File: config.mk
export PLATFORM = sky130hd
export DESIGN_NAME = alu
export DESIGN_NICKNAME = d
export VERILOG_FILES = /design/src/rtl/alu.sv
export SDC_FILE = /design/constraint.sdc
export NUM_CORES = 1
export LEC_CHECK = 0
export BUFFER_PORTS_ARGS = -buffer_cell sky130_fd_sc_hd__buf_4
export CAP_MARGIN = 20
export CORE_MARGIN = 2
export CORE_UTILIZATION = 40
export CTS_BUF_LIST = sky130_fd_sc_hd__clkbuf_8
export DETAILED_ROUTE_END_ITERATION = 7
export GPL_ROUTABILITY_DRIVEN = 0
export HOLD_SLACK_MARGIN = 0.06
export SLEW_MARGIN = 25
export SYNTH_ARGS = -nofsm -noshare
export SYNTH_HDL_FRONTEND = slang
export SYNTH_SLANG_ARGS = --single-unit
export TNS_END_PERCENT = 50
File: constraint.sdc
create_clock -name clk -period 4.7 [get_ports clk]
set_input_delay 0.94 -clock clk [delete_from_list [all_inputs] [get_ports clk]]
set_output_delay 0.94 -clock clk [all_outputs]
set_load 0.05 [all_outputs]
File: src/rtl/alu.sv
// rtl/alu.sv - 32-bit registered ALU with MVHI partial write; optional flags via ALU_FLAGS_EN
module alu #(
  parameter int WIDTH = 32,
  parameter int OPW   = 4
) (
  input  logic             clk,
  input  logic             reset,
  input  logic [OPW-1:0]   opsel,
  input  logic [WIDTH-1:0] A,
  input  logic [WIDTH-1:0] B,
`ifdef ALU_FLAGS_EN
  output logic             zf,
  output logic             nf,
  output logic             cf,
  output logic             vf,
`endif
  output logic [WIDTH-1:0] out
);

  localparam int HALF = WIDTH / 2;

  localparam logic [OPW-1:0] OP_ADD  = OPW'(0);
  localparam logic [OPW-1:0] OP_SUB  = OPW'(1);
  localparam logic [OPW-1:0] OP_AND  = OPW'(2);
  localparam logic [OPW-1:0] OP_OR   = OPW'(3);
  localparam logic [OPW-1:0] OP_XOR  = OPW'(4);
  localparam logic [OPW-1:0] OP_NAND = OPW'(5);
  localparam logic [OPW-1:0] OP_NOR  = OPW'(6);
  localparam logic [OPW-1:0] OP_XNOR = OPW'(7);
  localparam logic [OPW-1:0] OP_MVHI = OPW'(8);

  logic [WIDTH-1:0] add_res;
  logic [WIDTH-1:0] sub_res;
  logic [WIDTH-1:0] next_out;

`ifdef ALU_FLAGS_EN
  logic add_carry;
  logic sub_borrow;
  logic reserved;
  logic next_cf;
  logic next_vf;

  // Widened add/sub so the carry and borrow fall out of the top bit
  always_comb begin
    {add_carry, add_res}  = {1'b0, A} + {1'b0, B};
    {sub_borrow, sub_res} = {1'b0, A} - {1'b0, B};
  end
`else
  // Plain modulo-2^WIDTH add/sub; carries are not needed without flags
  always_comb begin
    add_res = A + B;
    sub_res = A - B;
  end
`endif

  // Next-result select; reserved opcodes and the MVHI low half keep the current value
  always_comb begin
    next_out = out;
    case (opsel)
      OP_ADD:  next_out = add_res;
      OP_SUB:  next_out = sub_res;
      OP_AND:  next_out = A & B;
      OP_OR:   next_out = A | B;
      OP_XOR:  next_out = A ^ B;
      OP_NAND: next_out = ~(A & B);
      OP_NOR:  next_out = ~(A | B);
      OP_XNOR: next_out = ~(A ^ B);
      OP_MVHI: next_out = {B[HALF-1:0], out[HALF-1:0]};
      default: next_out = out;
    endcase
  end

`ifdef ALU_FLAGS_EN
  // Carry/overflow only meaningful for ADD and SUB; cf on SUB is "no borrow"
  always_comb begin
    reserved = (opsel > OP_MVHI);
    next_cf  = 1'b0;
    next_vf  = 1'b0;
    if (opsel == OP_ADD) begin
      next_cf = add_carry;
      next_vf = (A[WIDTH-1] == B[WIDTH-1]) && (add_res[WIDTH-1] != A[WIDTH-1]);
    end else if (opsel == OP_SUB) begin
      next_cf = ~sub_borrow;
      next_vf = (A[WIDTH-1] != B[WIDTH-1]) && (sub_res[WIDTH-1] != A[WIDTH-1]);
    end
  end

  // Flags follow out on the same edge and freeze on reserved opcodes
  always_ff @(posedge clk) begin
    if (reset) begin
      zf <= 1'b0;
      nf <= 1'b0;
      cf <= 1'b0;
      vf <= 1'b0;
    end else if (!reserved) begin
      zf <= (next_out == '0);
      nf <= next_out[WIDTH-1];
      cf <= next_cf;
      vf <= next_vf;
    end
  end
`endif

  // Result register; reset wins over any opcode
  always_ff @(posedge clk) begin
    if (reset) begin
      out <= '0;
    end else begin
      out <= next_out;
    end
  end

endmodule

==> qor.csv <==
stage;metric;value;unit
power;worst vdd ir;0.0001166;V
route;Routed Antenna Nets;0;
route;WL/cell;19.20;um
synthesis;Async S/R FF share, synth;0;%
clock_tree;H-tree Lvls;2;
sta;Slew Viols, Final;0;
synthesis;sequential fraction of the synthesis area;9.712;%
floorplanning;io pins;102;
route;drt drc;0;
worst_setup_path;family with the most delay on the worst path;simple AND/OR/NAND/NOR gates;
finish;fillers;1714;
placed_design;worst setup slack after placement;19.36;ps
worst_setup_path;worst path bufs/invs;3;
route;via density per instance;5.926;
synthesis;Synth cell types;68;
finish;max reg flops;32;
synthesis;largest area contributor in the netlist;ha_1;
worst_setup_path;Worst setup EP type;flip-flop;
sta;crit path time final;4369;ps
synthesis;Mapped Avg Cell Area;7.062;um2
clock_tree;CTS buffer count;5;
clock_tree;CTS tree;built;
sta;setup TNS;0;ps
grt;largest net degree at the start of global routing;91;
route;final WL;24020;um
clock_tree;maximum clock path buffer count;2;
worst_setup_path;slowest cell delay on critical path;390;ps
synthesis;top cells by area, synth;ha_1, dfxtp_1, mux2i_1, a21oi_1, xnor2_1;
synthesis;synthesized net count;1101;
placed_design;post-DP HPWL;18250;um
sta;Worst Tran Pin Value;933.4;ps
grt;total track usage;26.87;%
worst_setup_path;Critical Path Stages;18;
synthesis;flops & latches, synth;32;
worst_setup_path;Crit Path Class;input port to flip-flop;
finish;biggest regs;out x32;
sta;Tcrit/Tclk final;92.95;%
worst_setup_path;CP max-delay cell;a2111oi_0;
worst_setup_path;R2R depth;5;
worst_setup_path;crit start category;input port;
floorplanning;std cell rows;46;
clock_tree;Worst-Skew Late Latency;320;ps
worst_setup_path;WP data required;4890;ps
power;PD cells;193.5;mW/mm2
worst_setup_path;worst-path cell chain;buf_4, nor4_4, nand4_1, nand2b_1, nor2_1, nor4b_1, buf_4, nor2_1, xnor2_1, ha_1, and4_1, and4_1, a2111oi_0, buf_4, nor2_1, a311oi_2, mux2i_1, a31oi_1;
finish;largest reg by FF count;out;
floorplanning;die height;132.4;um
synthesis;ys flop type;dfxtp_1;
floorplanning;DIE AREA;0.01753;mm2
finish;# diodes;0;
worst_setup_path;crit-path max FO;5;
worst_setup_path;Worst EP arrival;4560;ps
outcome;status;complete, no violations;
synthesis;mapped cell area;0.006596;mm2
floorplanning;initial core utilization;41.23;%
finish;commonest cells after routing, fill and taps aside;buf_4, ha_1, a21oi_1;
synthesis;YS warnings;0;
grt;Congestion Overflow GR;0;
route;via count;7414;
sta;Hold Vio Cnt, Final;0;
route;initial DRC count;634;
power;Tot Pwr;0.001526;W
clock_tree;total setup buffers inserted after CTS;0;
grt;first-pass GRT wire length;37350;um
hold_path;Hold Path Stages;2;
clock_tree;CTS Sinks;32;
sta;final setup margin;331.2;ps
synthesis;Synth top area share;18.21;%
floorplanning;total core area;0.01600;mm2
grt;number of global-route vias before repair;6719;
placed_design;Buffers on Ports;101;
finish;Cell Count, Final, Fillers Out;1251;
sta;Worst slew margin;37.77;%
flow_run;maxcap violations;0;
synthesis;Mapped Cells;934;
route;drt pass-1 iters;5;
hold_path;Hold Crit Class;flip-flop to flip-flop;
power;Static Leak;3.730;nW
finish;share of cells above drive strength 1;17.39;%
sta;final setup violation count;0;
floorplanning;chip width;132.4;um
sta;Clock Skew;0;ps
finish;NumNets Final;1201;
sta;max frequency;228.9;MHz
grt;initial antenna violation count;0;
worst_setup_path;Reg2Reg Setup Slack;3550;ps
placed_design;Placed Cells incl. Taps;1243;
sta;unrepaired setup endpoints after global routing;false;
synthesis;EDFF count, synth;0;
finish;most common cell after layout, fill and taps aside;buf_4;
clock_tree;Post-CTS Hold Buffers;0;
clock_tree;Clock Pin Slew Worst Setup and Hold Paths;80;ps
finish;Area Overhead vs Synth;19.56;%
clock_tree;root buf cell;clkbuf_8;
-- repair_timing --
action | in CTS | in global routing
resized for setup | 0 | 1
endpoints found under the setup margin | 0 | 1
hold endpoints to repair | 0 | 0
-- worst reg2reg max path: stages (launching register included) --
cell	delay, ps
dfxtp_1	310
nor2_1	150
nor2_1	90
nand4_1	120
mux2i_1	80
a211o_1	280
-- worst paths after layout --
check / from / to
max: B[4] / out[30]
min: out[26] / out[26]
max reg2reg: out[25] / out[25]
min reg2reg: out[26] / out[26]
-- power by group --
group / leakage (nW) / switching, W / total [W] / internal [W]
clock: 0.0510 / 0.000139 / 0.000256 / 0.000117
combinational: 3.41 / 0.000580 / 0.000956 / 0.000376
sequential: 0.266 / 0.0000151 / 0.000314 / 0.000299
-- logic make-up after synthesis --
group / synth area share [%]
AND/OR/NAND/NOR: 18.36
multiplexers: 7.853
AO/OA/AOI/OAI: 30.71
adder cells (fa/ha/maj): 18.51
flip-flops: 9.712
XOR/XNOR: 6.506
buffers and inverters: 8.346
-- metal layers --
metal,vias up,routed length [um],track usage (%)
met4,0,900,11.17
li1,3618,-,-
met5,-,0,0
met2,289,10350,41.22
met1,3451,10920,36.96
met3,56,1848,4.904
-- cell type report --
class | instances | area [um2] | share of cell area [%]
timing repair buffer | 152 | 1141 | 14.47
sequential | 32 | 640.6 | 8.123
inverter | 86 | 322.8 | 4.093
multi-input combinational | 757 | 5419 | 68.71
clock inverter | 2 | 10.01 | 0.1269
clock buffer | 6 | 82.58 | 1.047
tap | 216 | 270.3 | 3.427
-- through the flow --
step | utilization [%] | hold WS (ps) | cell area [um2]
after floorplan | - | 671.3 | 6596
after global placement | 48.66 | 446.4 | 7785
after CTS | 49.23 | 462.5 | 7878
after detailed placement | 48.66 | 451.4 | 7785
after global routing | 49.29 | 482.7 | 7886
final | 49.29 | 461.3 | 7886
-- cells in the mapped netlist (all sizes together) (6+ instances only) --
| library cell | number |
|---|---|
| o22ai | 22 |
| clkbuf | 45 |
| o21bai | 7 |
| mux2i | 45 |
| and3 | 12 |
| a2111oi | 7 |
| xor2 | 7 |
| mux2 | 6 |
| nor2 | 72 |
| a211oi | 12 |
| and2 | 6 |
| o211ai | 6 |
| dfxtp | 32 |
| a21oi | 88 |
| a21o | 16 |
| o21ai | 49 |
| inv | 86 |
| nand2b | 7 |
| nand2 | 80 |
| a31oi | 24 |
| o21a | 6 |
| nor3 | 19 |
| nand3 | 16 |
| ha | 96 |
| xnor2 | 42 |
| nor4 | 7 |
| a221oi | 22 |
| nand4 | 8 |
| buf | 14 |
No activity file was read; power rests on OpenSTA's default activity.
